## config.mk

```make
export PLATFORM = sky130hd
export DESIGN_NAME = mash_ddsm_gen
export DESIGN_NICKNAME = d
export VERILOG_FILES = /design/src/rtl/mash_ddsm_gen.sv
export SDC_FILE = /design/constraint.sdc
export NUM_CORES = 1
export LEC_CHECK = 0
export ABC_CLOCK_PERIOD_IN_PS = 22600
export BUFFER_PORTS_ARGS = -buffer_cell sky130_fd_sc_hd__buf_2
export CORE_MARGIN = 2
export CORE_UTILIZATION = 67
export DETAILED_ROUTE_END_ITERATION = 7
export GPL_TIMING_DRIVEN = 0
export HOLD_SLACK_MARGIN = 0.02
export PLACE_DENSITY = 0.86
export SYNTH_ARGS = -nofsm -noshare
export SYNTH_HDL_FRONTEND = slang
export SYNTH_SLANG_ARGS = --single-unit
```

## constraint.sdc

```tcl
create_clock -name i_clk -period 22.6 [get_ports i_clk]
set_input_delay 1.13 -clock i_clk [delete_from_list [all_inputs] [get_ports i_clk]]
set_output_delay 1.13 -clock i_clk [all_outputs]
set_load 0.01 [all_outputs]
```

## src/rtl/mash_ddsm_gen.sv

```systemverilog
// -----------------------------------------------------------------------------
// mash_ddsm_gen
// Parametrised MASH 1-1-...-1 delta-sigma modulator for fractional-N divider
// control. Runtime order 1..P_MAX_ORDER, optional LFSR dither on the stage-1
// LSB, built-in noise-cancellation network and a saturated integer divide
// value for the multi-modulus divider.
//
// Ports:
//   i_clk        clock
//   i_rst_n      asynchronous active-low reset
//   i_en         advance the modulator one step
//   i_load       one-cycle strobe, latches i_frac/i_int/i_order/i_dither_en
//   i_frac       fractional word (P_DATA_WIDTH)
//   i_int        integer divide word (P_INT_WIDTH)
//   i_order      requested order, clamped to [1, P_MAX_ORDER]
//   i_dither_en  add LFSR bit to the stage-1 LSB
//   o_valid      o_offset/o_div hold a fresh sample
//   o_offset     signed NCN output d1 (P_MAX_ORDER+1 bits)
//   o_div        i_int + d1, saturated to [0, 2^P_INT_WIDTH-1]
//   o_sat        o_div was clamped on this sample
// -----------------------------------------------------------------------------
module mash_ddsm_gen #(
   parameter int P_DATA_WIDTH = 16,
   parameter int P_INT_WIDTH  = 8,
   parameter int P_MAX_ORDER  = 4
) (
   input  logic                          i_clk,
   input  logic                          i_rst_n,
   input  logic                          i_en,
   input  logic                          i_load,
   input  logic [P_DATA_WIDTH-1:0]       i_frac,
   input  logic [P_INT_WIDTH-1:0]        i_int,
   input  logic [2:0]                    i_order,
   input  logic                          i_dither_en,
   output logic                          o_valid,
   output logic signed [P_MAX_ORDER:0]   o_offset,
   output logic [P_INT_WIDTH-1:0]        o_div,
   output logic                          o_sat
);

   localparam int         OW          = P_MAX_ORDER + 1;
   localparam int         SW          = P_INT_WIDTH + 2;
   localparam logic [2:0] MAX_ORDER_L = 3'(P_MAX_ORDER);

   // shadow configuration
   logic [P_DATA_WIDTH-1:0] frac_r;
   logic [P_INT_WIDTH-1:0]  int_r;
   logic [2:0]              order_r;
   logic                    dither_r;

   // modulator state
   logic [14:0]             lfsr_r;
   logic [P_DATA_WIDTH-1:0] acc_r [P_MAX_ORDER];
   logic signed [OW-1:0]    ncn_r [P_MAX_ORDER];

   // combinational chain
   logic [2:0]              req_order_s;
   logic                    order_chg_s;
   logic                    step_s;
   logic                    dither_bit_s;
   logic [P_DATA_WIDTH-1:0] acc_nxt_s [P_MAX_ORDER];
   logic                    carry_s   [P_MAX_ORDER];
   logic signed [OW-1:0]    d_s       [P_MAX_ORDER];
   logic signed [SW-1:0]    div_sum_s;
   logic [P_INT_WIDTH-1:0]  div_nxt_s;
   logic                    sat_nxt_s;

   // A load that changes the effective order wipes the cascade and
   // suppresses the step on that edge so no mixed-order sample escapes.
   assign order_chg_s  = i_load && (req_order_s != order_r);
   assign step_s       = i_en && !order_chg_s;
   assign dither_bit_s = dither_r & lfsr_r[0];

   // Clamp the requested order into the physically available range.
   always_comb begin
      req_order_s = 3'd1;
      if (i_order == 3'd0) begin
         req_order_s = 3'd1;
      end else if (i_order > MAX_ORDER_L) begin
         req_order_s = MAX_ORDER_L;
      end else begin
         req_order_s = i_order;
      end
   end

   // Accumulator cascade: each stage integrates the next-state sum of the
   // previous one; stages above the active order are parked at zero.
   always_comb begin
      logic [P_DATA_WIDTH:0]   sum_v;
      logic [P_DATA_WIDTH-1:0] u_v;
      logic                    cin_v;
      sum_v = {(P_DATA_WIDTH+1){1'b0}};
      u_v   = frac_r;
      cin_v = dither_bit_s;
      for (int k = 0; k < P_MAX_ORDER; k++) begin
         sum_v = {1'b0, acc_r[k]} + {1'b0, u_v} + {{P_DATA_WIDTH{1'b0}}, cin_v};
         if (k < int'(order_r)) begin
            acc_nxt_s[k] = sum_v[P_DATA_WIDTH-1:0];
            carry_s[k]   = sum_v[P_DATA_WIDTH];
         end else begin
            acc_nxt_s[k] = {P_DATA_WIDTH{1'b0}};
            carry_s[k]   = 1'b0;
         end
         u_v   = acc_nxt_s[k];
         cin_v = 1'b0;
      end
   end

   // Noise-cancellation network, evaluated from the top active stage down:
   // d_k = c_k + d_{k+1} - r_{k+1} (first difference of the stage above).
   always_comb begin
      logic signed [OW-1:0] d_up_v;
      logic signed [OW-1:0] r_up_v;
      d_up_v = {OW{1'b0}};
      r_up_v = {OW{1'b0}};
      for (int k = P_MAX_ORDER - 1; k >= 0; k--) begin
         if (k >= int'(order_r)) begin
            d_s[k] = {OW{1'b0}};
         end else if (k == int'(order_r) - 1) begin
            d_s[k] = $signed({{(OW-1){1'b0}}, carry_s[k]});
         end else begin
            d_s[k] = $signed({{(OW-1){1'b0}}, carry_s[k]}) + d_up_v - r_up_v;
         end
         d_up_v = d_s[k];
         r_up_v = ncn_r[k];
      end
   end

   // Integer plus offset with clamping to the unsigned divide-word range.
   always_comb begin
      div_sum_s = $signed({2'b00, int_r}) + SW'(d_s[0]);
      div_nxt_s = {P_INT_WIDTH{1'b0}};
      sat_nxt_s = 1'b0;
      if (div_sum_s[SW-1]) begin
         div_nxt_s = {P_INT_WIDTH{1'b0}};
         sat_nxt_s = 1'b1;
      end else if (div_sum_s[SW-2]) begin
         div_nxt_s = {P_INT_WIDTH{1'b1}};
         sat_nxt_s = 1'b1;
      end else begin
         div_nxt_s = div_sum_s[P_INT_WIDTH-1:0];
         sat_nxt_s = 1'b0;
      end
   end

   // Shadow configuration registers, sampled on every load strobe.
   always_ff @(posedge i_clk or negedge i_rst_n) begin
      if (!i_rst_n) begin
         frac_r   <= {P_DATA_WIDTH{1'b0}};
         int_r    <= {P_INT_WIDTH{1'b0}};
         order_r  <= 3'd1;
         dither_r <= 1'b0;
      end else if (i_load) begin
         frac_r   <= i_frac;
         int_r    <= i_int;
         order_r  <= req_order_s;
         dither_r <= i_dither_en;
      end else begin
         frac_r   <= frac_r;
         int_r    <= int_r;
         order_r  <= order_r;
         dither_r <= dither_r;
      end
   end

   // Accumulators, NCN delay registers and dither LFSR.
   always_ff @(posedge i_clk or negedge i_rst_n) begin
      if (!i_rst_n) begin
         lfsr_r <= 15'h0001;
         for (int k = 0; k < P_MAX_ORDER; k++) begin
            acc_r[k] <= {P_DATA_WIDTH{1'b0}};
            ncn_r[k] <= {OW{1'b0}};
         end
      end else if (order_chg_s) begin
         lfsr_r <= lfsr_r;
         for (int k = 0; k < P_MAX_ORDER; k++) begin
            acc_r[k] <= {P_DATA_WIDTH{1'b0}};
            ncn_r[k] <= {OW{1'b0}};
         end
      end else if (step_s) begin
         lfsr_r <= {lfsr_r[13:0], lfsr_r[14] ^ lfsr_r[13]};
         for (int k = 0; k < P_MAX_ORDER; k++) begin
            acc_r[k] <= acc_nxt_s[k];
            ncn_r[k] <= d_s[k];
         end
      end else begin
         lfsr_r <= lfsr_r;
         for (int k = 0; k < P_MAX_ORDER; k++) begin
            acc_r[k] <= acc_r[k];
            ncn_r[k] <= ncn_r[k];
         end
      end
   end

   // Registered outputs; data outputs hold their last sample when idle.
   always_ff @(posedge i_clk or negedge i_rst_n) begin
      if (!i_rst_n) begin
         o_valid  <= 1'b0;
         o_offset <= {OW{1'b0}};
         o_div    <= {P_INT_WIDTH{1'b0}};
         o_sat    <= 1'b0;
      end else if (step_s) begin
         o_valid  <= 1'b1;
         o_offset <= d_s[0];
         o_div    <= div_nxt_s;
         o_sat    <= sat_nxt_s;
      end else begin
         o_valid  <= 1'b0;
         o_offset <= o_offset;
         o_div    <= o_div;
         o_sat    <= o_sat;
      end
   end

endmodule

```

* Word level (Yosys, flattened, before mapping) *
Cells that the tools add are included.
W data, S select, Z words.

word-level totals
  register bits after elaboration = 137
  output and inout port bits = 15

cells by class
  add/subtract/negate cells = 13
  magnitude comparators = 9
  equal/unequal tests = 3
  muxes and demuxes = 26
  bitwise logic cells = 3
  reductions and logical operators = 7

operators by type and width
  cell                   number
  $mux W64               2
  $add A16 B16 Y17       4
  $mux W16               4
  $eq A2 B32 Y1 const A  1
  $eq A3 B32 Y1 const A  1
  $logic_not A32 Y1      1
  $mux W15               2
  $mux W5                6
  $add A17 B1 Y17        1
  $mux W8                2
  $add A2 B5 Y5          3
  $sub A5 B5 Y5          3
  $add A9 B5 Y10         1
  $mux W1                8
  $ge A1 B3 Y1 const A   2
  $ge A2 B3 Y1 const A   2
  $lt A1 B3 Y1 const A   2
  $lt A2 B3 Y1 const A   2
  $mux W3                2
  $sub A3 B1 Y4 const B  1
  $gt A3 B3 Y1 const B   1
  $logic_not A3 Y1       1
  $ne A3 B3 Y1           1
  $logic_and A1 B1 Y1    2
  6 further kinds        6

* Depth between registers and ports, before layout *
  depth in word-level cells = 25
  gate-level depth with buffers = 57

* Least setup slack after synthesis *
OpenSTA, ideal clock, no wires.

  path type = register to register
  start = reg lfsr_r[0]
  end = reg o_div[7]
  library setup time = 0.086 ns
  data arrival time = 10.284 ns
  data required time = 22.514 ns
  path slack = 12.230 ns
  stages on the path, launching flop included = 51
  period minus slack after synthesis = 10.370 ns
  path through = dfstp_2 > nand2_1 > fa_1 > fa_1 > nor2b_1 > o21ai_0 > a211oi_1 > ha_1 > o21a_1 > o21a_1 > o41a_1 > o41ai_4 > xor2_1 > nor2_1 > ha_1 > nand2_1 > o311ai_1 > nor4_1 > [15 not listed] > inv_1 > ha_1 > fa_1 > nor2b_1 > ha_1 > inv_1 > fa_1 > nand2b_1 > a21oi_1 > xnor2_2 > xor2_2 > nor2_4 > ha_1 > a211oi_1 > nand2_1 > mux2_2 > o21a_1 > nor3_1

between the ends
  word-level cells in the longest chain between the ends = 25
  elaborated cells between the ends (all ways) = 28
  those cells by class = add/sub: 11; mux: 16; bitwise: 1

RTL lines
  item                      line  source
  start: declaration        52    logic [14:0] lfsr_r;
  start signal: assignment  175   lfsr_r <= lfsr_r;
  start signal: assignment  181   lfsr_r <= {lfsr_r[13:0], lfsr_r[14] ^ lfsr_r[13]};
  start signal: assignment  187   lfsr_r <= lfsr_r;
  $and A1 B1 Y1 (*)         72    assign dither_bit_s = dither_r & lfsr_r[0];
  $add A17 B1 Y17 (*)       96    sum_v = {1'b0, acc_r[k]} + {1'b0, u_v} + {{P_DATA_WIDTH{1'b0}}, cin_v};
  $mux W16                  97    if (k < int'(order_r)) begin
  $add A16 B16 Y17          96
  $mux W16                  97
  $add A16 B16 Y17          96
  $mux W16                  97
  $add A16 B16 Y17          96
  [9 not listed]            --
  $mux W5                   117   if (k >= int'(order_r)) begin
  $add A2 B5 Y5             122   d_s[k] = $signed({{(OW-1){1'b0}}, carry_s[k]}) + d_up_v - r_up_v;
  $sub A5 B5 Y5             122
  $mux W5 (*)               119   end else if (k == int'(order_r) - 1) begin
  $mux W5 (*)               117
  $add A9 B5 Y10 (*)        131   div_sum_s = $signed({2'b00, int_r}) + SW'(d_s[0]);
  $mux W8                   137   end else if (div_sum_s[SW-2]) begin
  $mux W8 (*)               134   if (div_sum_s[SW-1]) begin
  end signal: assignment    200   o_div <= {P_INT_WIDTH{1'b0}};
  end signal: assignment    205   o_div <= div_nxt_s;
  end signal: assignment    210   o_div <= o_div;
  end: declaration          37    output logic [P_INT_WIDTH-1:0] o_div,

Every way passes the cells marked *; elsewhere a longest branch is shown, timed or not.
A chain may end at the register's enable or synchronous reset.

* Worst setup path in the final report *
Ends and elaborated chain as after synthesis.

==> results.yml <==
run_status:
  outcome: "finished, final reports clean"
synthesis:
  synthesis.nets: 1101
  synth_area_leader_cell: "dfrtp_1"
  synth_commonest_cells: "dfrtp_1 (129), nand2_1 (128), nor2_1 (127), ha_1 (86), a21oi_1 (39)"
  synthMuxAreaShare: 0.06873
  synthArstFlopShare: 1.000
  synth_compound_area_frac: 0.1670
  ys_seq_area_frac: 0.3670
  ys_warn_count: 0
  synth_area_leaders: "dfrtp_1 (36%), ha_1 (12%), nand2_1 (5.4%)"
  synth_area_per_cell_sq_um: 9.168
  syn_area_sq_um: 8939
  yosys.area_share.simple: 0.1727
  synth_most_common_cell: "dfrtp_1"
  synth.distinct_cells: 75
  synth_xor_area_frac: 0.05557
  synth-edff-count: 0
  syn-instance-count: 975
  synthFlopType: "dfrtp_1"
  synth.top_cell.area_share: 0.3611
  synth_top_family_by_area: "simple AND/OR/NAND/NOR gates"
  ys_ff_latch: 131
  synthAdderAreaFrac: 0.1383
layout:
  area_growth_pct: 12.08
  final_nets: 1165
  fin_util: 0.7626
  multi_input_area_sq_um: 5384
  drive_gt1_frac: 0.1236
  num_antenna_cells: 0
  fillerInstances: 914
  ff_latch_area_sq_um: 3281
  stdcell_count: 1228
place:
  io_buffer_count: 44
  hpwl_um: 15040
  dpl_worst_slack_ps: 10840
  placed_cells: 1196
  gp_congestion: 0.9076
clock_network:
  clk_pin_slew_worst_paths_ps: 60
  cts_made_buffers: 17
  h-tree-depth: 4
  clkLatencyLatePin_ps: 440
  clk_path_buf_depth: 2
  post-cts-setup-buffer-count: 0
  hold_buffers: 0
  cts_sinks: 131
  cts-root-buf: "clkbuf_16"
  cts_tree: "yes"
  cts-resized-gates: 0
timing:
  timing.final.ws_setup_ps: 10620
  period_share: 0.5303
  slew_headroom: 0.4218
  hold_viol_final: 0
  finalSetupViolations: 0
  slew_violations: 0
  clock.fmax_ghz: 0.08344
  rsz0062_at_grt: "no"
  layout_min_cycle_time_ps: 11990
  worst_pin_slew_ps: 867.2
  finalSetupTns_ps: 0
  finClkSkew_ps: 8.635
setup_path:
  cp_slowest_cell: "o31ai_2"
  cp.required_ps: 22950
  path_max_fanout: 9
  crit_top_cell: "ha_1"
  rr_startpoint: "lfsr_r[0]$_DFFE_PN1P_"
  crit_path_end_kind: "register"
  reg2reg_setup_slack_ps: 10620
  max_stage_delay_ps: 620
  critical_path_arrival_ps: 12340
  critPathKind: "register to register"
  reg2reg_depth: 51
  reg2reg_to: "o_div[7]$_DFFE_PN0P_"
  startpoint_type: "register"
hold_path:
  min_path_type: "register to register"
  hold_path_depth: 2
  hold_path_end: "lfsr_r[4]$_DFFE_PN0P_"
  hp-start: "lfsr_r[3]$_DFFE_PN0P_"
pwr:
  total_power_mw: 0.9668
  peakVddDrop_uv: 72.50
  p_per_area_nw_per_um2: 96.50
  p_leak_nw: 4.869
route:
  drt_iter0_drc: 581
  route.vias.total: 7466
  drt_wl_total_um: 21570
  antenna_left: 0
  drc: 0
  detail_route.wl_per_cell_um: 17.56
  vias_per_cell: 6.080
  drtPass1Iterations: 5
floorplanning:
  rows: 42
  start_util: 0.6804
  io_pins: 47
  dieArea_sq_um: 14280
  die_width_um: 119.5
  die_h_um: 119.5
  coreArea_sq_um: 13140
global_route:
  antenna_found_initial: 0
  grt_overflow: 0
  first_global_vias: 7424
  grt_usage: 0.3204
  grt_pass1_wl_um: 35910
  grt_max_degree: 77
job:
  maxCapViolCount: 0
state kept, by name, summed over array words and instances (netlist names):
| name | count |
|---|---|
| order_r | 3 |
| ncn_r | 9 |
| o_offset | 5 |
| int_r | 8 |
| o_valid | 1 |
| frac_r | 16 |
| o_sat | 1 |
| dither_r | 1 |
| lfsr_r | 15 |
| o_div | 8 |
| acc_r | 64 |
power by group:
group / switching, mW / internal [mW] / leakage [nW]
sequential: 0.0232 / 0.271 / 1.72
combinational: 0.228 / 0.159 / 2.86
clock: 0.104 / 0.181 / 0.289
total: 0.355 / 0.612 / 4.87
cell usage in the layout (no fill, tap or decap), drive strengths merged, types with 11 or more instances in the layout:
cell    synthesis  final
nor2          128    128
buf            12     57
dfrtp         129    129
mux2i          31     31
o31ai          11     11
xnor2          33     33
inv            33     33
nand3          12     12
nor2b          18     18
a21o           17     17
xor2           22     22
nor3           22     22
clkbuf         25     48
ha             86     86
o21a           15     15
o21ai          58     58
mux2           27     27
a21oi          40     40
a211oi         14     14
nand2         128    128
area by class of cell:
type                       instances  area share
timing repair buffer              45     0.02535
buffer                            37     0.01461
clock inverter                     9     0.01274
multi-input combinational        773      0.5374
sequential                       131      0.3275
tap                              176     0.02198
clock buffer                      23     0.04771
inverter                          34     0.01274
critical path: cells and delay by family (launching register included):
family / cells / cell delay (ps)
DFF: 1 / 550
and+or+nand+nor: 15 / 2270
adders and majority gates: 13 / 4400
xor gates and xnor gates: 3 / 630
AOI/OAI and AO/OA: 17 / 3880
buffers and inverters: 3 / 150
cells by family after synthesis:
kind of cell | count (synthesis)
buffers and inverters | 71
adder cells (fa/ha/maj) | 94
multiplexers | 58
AO/OA/AOI/OAI | 214
AND/OR/NAND/NOR | 352
XOR/XNOR | 55
flip-flops | 131
worst max path at each step:
stage / start / end / depth (start not counted)
after floorplan: lfsr_r[0]$_DFFE_PN1P_ / o_div[7]$_DFFE_PN0P_ / 50
after global placement: lfsr_r[0]$_DFFE_PN1P_ / o_div[7]$_DFFE_PN0P_ / 51
after detailed placement: lfsr_r[0]$_DFFE_PN1P_ / o_div[7]$_DFFE_PN0P_ / 53
after CTS: lfsr_r[0]$_DFFE_PN1P_ / o_div[2]$_DFFE_PN0P_ / 51
after global routing: lfsr_r[0]$_DFFE_PN1P_ / o_div[7]$_DFFE_PN0P_ / 51
final: lfsr_r[0]$_DFFE_PN1P_ / o_div[7]$_DFFE_PN0P_ / 51
per-layer routing:
layer | GRT usage | vias to the layer above | share of wire
li1 | - | 3567 | -
met1 | 0.3926 | 3593 | 0.42
met2 | 0.5414 | 243 | 0.49
met3 | 0.06987 | 63 | 0.054
met4 | 0.1478 | 0 | 0.034
met5 | 0 | - | 0
through the flow:
stage / hold WS [ps] / cell area, sq um
after floorplan: 438.6 / 8939
final: 467.3 / 10020
after global routing: 488.8 / 10020
after detailed placement: 450.4 / 9413
after CTS: 464.9 / 10020
after global placement: 444.2 / 9379
Power figures use the tool's default switching activity.
